==> src/rtl/response_sender_pkg.sv <==
// Shared types and constants for the response transmit path: frame FSM,
// per-byte bit FSM and UART framing constants.
package response_sender_pkg;

  localparam logic UART_IDLE_LEVEL = 1'b1;
  localparam int   DATA_BITS       = 8;
  localparam int   FRAME_BYTES     = 2;

  typedef enum logic [1:0] {
    FRAME_IDLE      = 2'd0,
    FRAME_SEND_CODE = 2'd1,
    FRAME_SEND_DATA = 2'd2,
    FRAME_DONE      = 2'd3
  } frame_state_t;

  typedef enum logic [1:0] {
    BIT_IDLE  = 2'd0,
    BIT_START = 2'd1,
    BIT_DATA  = 2'd2,
    BIT_STOP  = 2'd3
  } bit_state_t;

  // Clock cycles one whole frame occupies on the line (start + data + stop per byte).
  function automatic int frame_cycles(input int clks_per_bit);
    return FRAME_BYTES * (DATA_BITS + 2) * clks_per_bit;
  endfunction

endpackage

==> src/rtl/response_sender_if.sv <==
// Request/line bundle between the response logic (master) and response_sender (slave).
interface response_sender_if;
  logic       i_Send;
  logic [7:0] i_Code;
  logic [7:0] i_Data;
  logic       o_Busy;
  logic       o_Tx_Serial;
  logic       o_Done;

  modport master (
    output i_Send, i_Code, i_Data,
    input  o_Busy, o_Tx_Serial, o_Done
  );

  modport slave (
    input  i_Send, i_Code, i_Data,
    output o_Busy, o_Tx_Serial, o_Done
  );
endinterface

==> src/rtl/response_sender_uart_tx.sv <==
// 8N1 LSB-first UART byte transmitter. o_Tx_Done is high during the last
// stop-bit cycle, and a new i_Tx_DV in that cycle chains the next byte gap-free.
module uart_tx
  import response_sender_pkg::*;
#(
  parameter int CLKS_PER_BIT = 434
) (
  input  logic       i_Clock,
  input  logic       i_Rst,
  input  logic       i_Tx_DV,
  input  logic [7:0] i_Tx_Byte,
  output logic       o_Tx_Active,
  output logic       o_Tx_Serial,
  output logic       o_Tx_Done
);

  localparam int               CNT_W        = $clog2(CLKS_PER_BIT);
  localparam logic [CNT_W-1:0] CNT_LAST     = CNT_W'(CLKS_PER_BIT - 1);
  localparam logic [CNT_W-1:0] CNT_PRE_LAST = CNT_W'(CLKS_PER_BIT - 2);
  localparam logic [2:0]       IDX_LAST     = 3'(DATA_BITS - 1);

  bit_state_t       state_r;
  logic [CNT_W-1:0] clk_cnt_r;
  logic [2:0]       bit_idx_r;
  logic [7:0]       shift_r;
  logic             serial_r;
  logic             active_r;
  logic             done_r;

  // Bit FSM: shift_r[0] always holds the data bit currently on the line.
  always_ff @(posedge i_Clock) begin
    if (i_Rst) begin
      state_r   <= BIT_IDLE;
      clk_cnt_r <= '0;
      bit_idx_r <= 3'd0;
      shift_r   <= 8'h00;
      serial_r  <= UART_IDLE_LEVEL;
      active_r  <= 1'b0;
      done_r    <= 1'b0;
    end else begin
      done_r <= 1'b0;
      case (state_r)
        BIT_IDLE: begin
          clk_cnt_r <= '0;
          bit_idx_r <= 3'd0;
          if (i_Tx_DV) begin
            shift_r  <= i_Tx_Byte;
            serial_r <= 1'b0;
            active_r <= 1'b1;
            state_r  <= BIT_START;
          end else begin
            serial_r <= UART_IDLE_LEVEL;
            active_r <= 1'b0;
          end
        end
        BIT_START: begin
          if (clk_cnt_r == CNT_LAST) begin
            clk_cnt_r <= '0;
            serial_r  <= shift_r[0];
            state_r   <= BIT_DATA;
          end else begin
            clk_cnt_r <= clk_cnt_r + CNT_W'(1);
          end
        end
        BIT_DATA: begin
          if (clk_cnt_r == CNT_LAST) begin
            clk_cnt_r <= '0;
            if (bit_idx_r == IDX_LAST) begin
              bit_idx_r <= 3'd0;
              serial_r  <= UART_IDLE_LEVEL;
              state_r   <= BIT_STOP;
            end else begin
              bit_idx_r <= bit_idx_r + 3'd1;
              shift_r   <= {1'b0, shift_r[7:1]};
              serial_r  <= shift_r[1];
            end
          end else begin
            clk_cnt_r <= clk_cnt_r + CNT_W'(1);
          end
        end
        BIT_STOP: begin
          // Registered done lands exactly on the final stop-bit cycle.
          if (clk_cnt_r == CNT_PRE_LAST) begin
            done_r <= 1'b1;
          end else begin
            done_r <= 1'b0;
          end
          if (clk_cnt_r == CNT_LAST) begin
            clk_cnt_r <= '0;
            if (i_Tx_DV) begin
              shift_r  <= i_Tx_Byte;
              serial_r <= 1'b0;
              state_r  <= BIT_START;
            end else begin
              serial_r <= UART_IDLE_LEVEL;
              active_r <= 1'b0;
              state_r  <= BIT_IDLE;
            end
          end else begin
            clk_cnt_r <= clk_cnt_r + CNT_W'(1);
          end
        end
        default: begin
          state_r  <= BIT_IDLE;
          serial_r <= UART_IDLE_LEVEL;
          active_r <= 1'b0;
        end
      endcase
    end
  end

  assign o_Tx_Active = active_r;
  assign o_Tx_Serial = serial_r;
  assign o_Tx_Done   = done_r;

endmodule

==> src/rtl/response_sender.sv <==
// Two-byte response frame sender: code byte then data byte, back to back on
// one UART line, with a one-cycle o_Done once the data stop bit has ended.
module response_sender
  import response_sender_pkg::*;
#(
  parameter int CLKS_PER_BIT = 434
) (
  input  logic               i_Clock,
  input  logic               i_Rst,
  response_sender_if.slave   bus
);

  frame_state_t frame_state_r;
  logic [7:0]   data_r;
  logic         busy_r;
  logic         done_r;

  logic         tx_dv_s;
  logic [7:0]   tx_byte_s;
  logic         tx_active_s;
  logic         tx_serial_s;
  logic         tx_done_s;

  // Byte hand-off: the code byte goes straight from the request, the data
  // byte is chained into the code byte's final stop-bit cycle.
  always_comb begin
    tx_dv_s   = 1'b0;
    tx_byte_s = bus.i_Code;
    case (frame_state_r)
      FRAME_IDLE, FRAME_DONE: tx_dv_s = bus.i_Send;
      FRAME_SEND_CODE: begin
        tx_dv_s   = tx_done_s & tx_active_s;
        tx_byte_s = data_r;
      end
      default: tx_dv_s = 1'b0;
    endcase
  end

  // Frame FSM; DONE accepts a new request just like IDLE.
  always_ff @(posedge i_Clock) begin
    if (i_Rst) begin
      frame_state_r <= FRAME_IDLE;
      data_r        <= 8'h00;
      busy_r        <= 1'b0;
      done_r        <= 1'b0;
    end else begin
      done_r <= 1'b0;
      case (frame_state_r)
        FRAME_IDLE, FRAME_DONE: begin
          if (bus.i_Send) begin
            data_r        <= bus.i_Data;
            busy_r        <= 1'b1;
            frame_state_r <= FRAME_SEND_CODE;
          end else begin
            busy_r        <= 1'b0;
            frame_state_r <= FRAME_IDLE;
          end
        end
        FRAME_SEND_CODE: begin
          if (tx_done_s) begin
            frame_state_r <= FRAME_SEND_DATA;
          end else begin
            frame_state_r <= FRAME_SEND_CODE;
          end
        end
        FRAME_SEND_DATA: begin
          if (tx_done_s) begin
            busy_r        <= 1'b0;
            done_r        <= 1'b1;
            frame_state_r <= FRAME_DONE;
          end else begin
            frame_state_r <= FRAME_SEND_DATA;
          end
        end
        default: begin
          busy_r        <= 1'b0;
          frame_state_r <= FRAME_IDLE;
        end
      endcase
    end
  end

  uart_tx #(.CLKS_PER_BIT(CLKS_PER_BIT)) u_uart_tx (
    .i_Clock     (i_Clock),
    .i_Rst       (i_Rst),
    .i_Tx_DV     (tx_dv_s),
    .i_Tx_Byte   (tx_byte_s),
    .o_Tx_Active (tx_active_s),
    .o_Tx_Serial (tx_serial_s),
    .o_Tx_Done   (tx_done_s)
  );

  assign bus.o_Busy      = busy_r;
  assign bus.o_Done      = done_r;
  assign bus.o_Tx_Serial = tx_serial_s;

endmodule

==> src/flat_wrapper.sv <==
// flat-port wrapper written by rule: the top's interface ports become plain ports
module response_sender_flat import response_sender_pkg::*;
#(
  parameter int CLKS_PER_BIT = 434
)
  (i_Clock, i_Rst, bus_i_Send, bus_i_Code, bus_i_Data, bus_o_Busy, bus_o_Tx_Serial, bus_o_Done);
  response_sender_if bus_i ();
  input  logic i_Clock;
  input  logic i_Rst;
  input wire logic [$bits(bus_i.i_Send)-1:0] bus_i_Send;
  input wire logic [$bits(bus_i.i_Code)-1:0] bus_i_Code;
  input wire logic [$bits(bus_i.i_Data)-1:0] bus_i_Data;
  output wire logic [$bits(bus_i.o_Busy)-1:0] bus_o_Busy;
  output wire logic [$bits(bus_i.o_Tx_Serial)-1:0] bus_o_Tx_Serial;
  output wire logic [$bits(bus_i.o_Done)-1:0] bus_o_Done;
  assign bus_i.i_Send = bus_i_Send;
  assign bus_i.i_Code = bus_i_Code;
  assign bus_i.i_Data = bus_i_Data;
  assign bus_o_Busy = bus_i.o_Busy;
  assign bus_o_Tx_Serial = bus_i.o_Tx_Serial;
  assign bus_o_Done = bus_i.o_Done;
  response_sender #(.CLKS_PER_BIT(CLKS_PER_BIT)) u_core (.i_Clock(i_Clock), .i_Rst(i_Rst), .bus(bus_i));
endmodule
==> config.mk <==
export PLATFORM = sky130hd
export DESIGN_NAME = response_sender_flat
export DESIGN_NICKNAME = d
export VERILOG_FILES = /design/src/rtl/response_sender_pkg.sv /design/src/rtl/response_sender_if.sv /design/src/rtl/response_sender_uart_tx.sv /design/src/rtl/response_sender.sv /design/src/flat_wrapper.sv
export SDC_FILE = /design/constraint.sdc
export NUM_CORES = 1
export LEC_CHECK = 0
export BUFFER_PORTS_ARGS = -buffer_cell sky130_fd_sc_hd__clkbuf_2
export CAP_MARGIN = 20
export CORE_AREA = 2 2 73 54
export DETAILED_ROUTE_END_ITERATION = 8
export DIE_AREA = 0 0 75 56
export GPL_TIMING_DRIVEN = 0
export PLACE_DENSITY = 0.75
export SLEW_MARGIN = 20
export SYNTH_ARGS = -nofsm -noshare
export SYNTH_HDL_FRONTEND = slang
export SYNTH_SLANG_ARGS = --single-unit
==> constraint.sdc <==
create_clock -name i_Clock -period 2.35 [get_ports i_Clock]
set_clock_uncertainty 0.05 [all_clocks]
set_input_delay 0 -clock i_Clock [delete_from_list [all_inputs] [get_ports i_Clock]]
set_output_delay 0 -clock i_Clock [all_outputs]
set_load 0.01 [all_outputs]
==> flow_summary.json <==
{
  "tightest_slew_ns": 0.519,
  "dp_hpwl_mm": 2.89,
  "synth_top_area_share_pct": 39.3,
  "synth_area_per_cell_sq_um": 8.49,
  "first_pass_iters": 4,
  "synth_top_cell_by_area": "dfxtp_1",
  "reg2reg_slack_ns": 0.14,
  "antenna_found_initial": 0,
  "critPathTopFamily": "compound AO/OA/AOI/OAI gates",
  "final_cells": 309,
  "overflow": 0,
  "cp_num_buf_inv": 2,
  "synth-main-ff-cell": "dfxtp_1",
  "io_pins": 22,
  "ys_types": 39,
  "die_h_microns": 56,
  "via_count": 1678,
  "worstPathRequired_ns": 2.52,
  "p_comb_share_pct": 33.9,
  "critical_path.max_stage_delay_ns": 0.50,
  "core_area_sq_um": 3450,
  "yosysSeqAreaShare_pct": 39.3,
  "cap_violations": 0,
  "cts.sinks": 37,
  "path_clk_slew_ns": 0.08,
  "cp.arrival_ns": 2.38,
  "rows": 18,
  "p_leak_nw": 0.893,
  "worstPathCellList": "inv_1, ha_1, a32oi_1, o31a_1, buf_6, or4b_1, a21oi_1",
  "hold_viol_final": 0,
  "setup_viol": 0,
  "synth.cell_area_sq_um": 1890,
  "finalCritPeriodShare_pct": 94.0,
  "drc": 0,
  "slew_viol_final": 0,
  "fin_util_pct": 65.4,
  "ctsHtreeMaxLevel": 2,
  "antenna_cells": 0,
  "power_density_nw_per_um2": 906,
  "peakVddDrop_v": 0.000478,
  "initial_core_util_pct": 54.7,
  "die-area_sq_um": 4200,
  "dpl.cell_count": 293,
  "numCtsBuffers": 5,
  "via_per_inst": 5.43,
  "drt_iter0_markers": 162,
  "rsz0062_at_grt": "no",
  "finalSetupTns_ns": 0,
  "synth_cells": 222,
  "fin_crit_ns": 2.21,
  "grt_pass1_wl_mm": 7.45,
  "synth-seq-cells": 37,
  "die_w_microns": 75,
  "synth.area.top_cells": "dfxtp_1, ha_1, nand2_1, a21oi_1, mux2i_1",
  "slew_headroom_pct": 65.4,
  "max_freq_ghz": 0.453,
  "drive_above_1_share_pct": 13.5,
  "track_usage_pct": 23.0,
  "area_growth_syn_to_layout_pct": 19.5,
  "clk_latency_ns": 0.29,
  "synth_nets": 253,
  "io_buffer_count": 21,
  "p_switching_w": 0.000700,
  "ys_async_sr_fraction_pct": 0,
  "cts_setup_buffers": 0,
  "cp_max_fo": 10,
  "gp_congestion": 0.834,
  "cts_tree": "done",
  "ys.warnings.count": 0,
  "swShare_pct": 34.3,
  "routed_wl_mm": 4.23,
  "cts-root-buf": "clkbuf_8",
  "start_kind": "register",
  "status": "completed",
  "min_path_type": "in -> reg",
  "end_kind": "register",
  "grt_pass1_vias": 1613,
  "grt_max_degree": 13,
  "sequentialPowerShare_pct": 38.0,
  "crit_type": "reg -> reg",
  "p_int_w": 0.00134,
  "n_fill_cell": 291,
  "yosys.cell_count.top_type": "dfxtp_1",
  "cts_buffer_depth": 2,
  "synth_edf_count": 0,
  "synth_common_cells": "dfxtp_1, nand2_1, nor2_1, a21oi_1, ha_1",
  "final_nets": 289,
  "pwr-share-clk_pct": 28.1,
  "slowest_stage": "or4b_1",
  "antenna_left": 0,
  "wire_per_inst_microns": 13.7
}
-- cell usage in the layout, fill, tap and decap left out, types with 2 or more instances in the layout --
cell	n
ha_1	12
or3_1	2
o311ai_0	2
clkbuf_1	8
o21ai_0	9
and3_1	2
xor2_1	6
nor3_1	3
nor2b_1	3
nand4_1	3
a21oi_1	20
a31oi_1	2
mux2i_1	8
nand3_1	6
o31ai_1	8
a32oi_1	3
dlygate4sd3_1	8
clkbuf_2	21
nand2_1	30
inv_1	9
buf_2	2
nand2b_1	2
nor2_1	21
or4b_1	7
clkbuf_8	6
and4_1	2
dfxtp_1	37
-- layer usage --
metal  wire length, microns  vias to the layer above  GRT usage [%]
met4                     60                        0           7.65
li1                       -                      862              -
met2                   1720                       36           31.6
met1                   2280                      773           35.3
met5                      0                        -              0
met3                    173                        7           4.53
-- registers in the layout, indices dropped and copies added, names as in the netlist --
signal and cells:
u_core.u_uart_tx.clk_cnt_r 9, u_core.u_uart_tx.o_Tx_Active 1, u_core.u_uart_tx.shift_r 8, u_core.u_uart_tx.bit_idx_r 3, u_core.u_uart_tx.o_Tx_Done 1, u_core.bus.o_Done 1
u_core.u_uart_tx.o_Tx_Serial 1, u_core.bus.o_Busy 1, u_core.u_uart_tx.state_r 2, u_core.data_r 8, u_core.frame_state_r 2
-- worst min-delay path: stages --
cell and delay [ns]:
clkbuf_2 0.08, mux2i_1 0.17, o41ai_1 0.09
-- path summary, 6_finish.rpt --
| path | start | cells after the start | end |
|---|---|---|---|
| setup / recovery | u_core.frame_state_r[0] | 7 | u_core.u_uart_tx.shift_r[6] |
| hold / removal | bus_i_Code[7] | 3 | u_core.u_uart_tx.shift_r[7] |
| setup reg to reg | u_core.frame_state_r[0] | 7 | u_core.u_uart_tx.shift_r[6] |
| hold reg to reg | u_core.data_r[5] | 2 | u_core.data_r[5] |
-- cell families after synthesis --
family	Yosys count	share of synthesized area (%)
AOI/OAI and AO/OA	51	17.1
buffers and inverters	21	4.71
and+or+nand+nor	86	23.4
xor gates and xnor gates	7	3.25
adders and majority gates	12	7.96
DFF	37	39.3
muxes	8	4.25
-- what timing repair did --
item                                   4_1_cts  5_1_grt
setup endpoints to repair                    0        0
endpoints found under the hold margin        8        0
gates resized for setup                      0        0
hold buffers                                 8        0
-- power by group through the flow --
stage          sequential [W]  combinational, W  clock (W)
2_1_floorplan        0.000777          0.000510          0
3_3_place_gp         0.000788          0.000653          0
3_5_place_dp         0.000788          0.000657          0
4_1_cts              0.000775          0.000678   0.000588
5_1_grt              0.000788          0.000781   0.000616
6_report             0.000776          0.000691   0.000575
-- through the flow --
stage	setup slack (ns)	cell area [sq um]	total power (W)	hold slack (ns)
final	0.141	2250	0.00204	0.0488
after global routing	0.0232	2250	0.00218	0.0795
after CTS	0.145	2250	0.00204	0.0598
after detailed placement	0.187	2050	0.00145	0.181
after global placement	0.186	2050	0.00144	0.176
after floorplan	0.353	1890	0.00129	0.0860
-- final cells by class --
cell class	count	area [sq um]	share of cell area, %
buffer	12	55.1	2.44
clock buffer	6	82.6	3.66
clock inverter	2	37.5	1.67
inverter	9	33.8	1.50
multi-input combinational	164	1060	46.9
sequential	37	741	32.9
tap	50	62.6	2.78
timing repair buffer	29	185	8.22
Power figures use the tool's default switching activity.
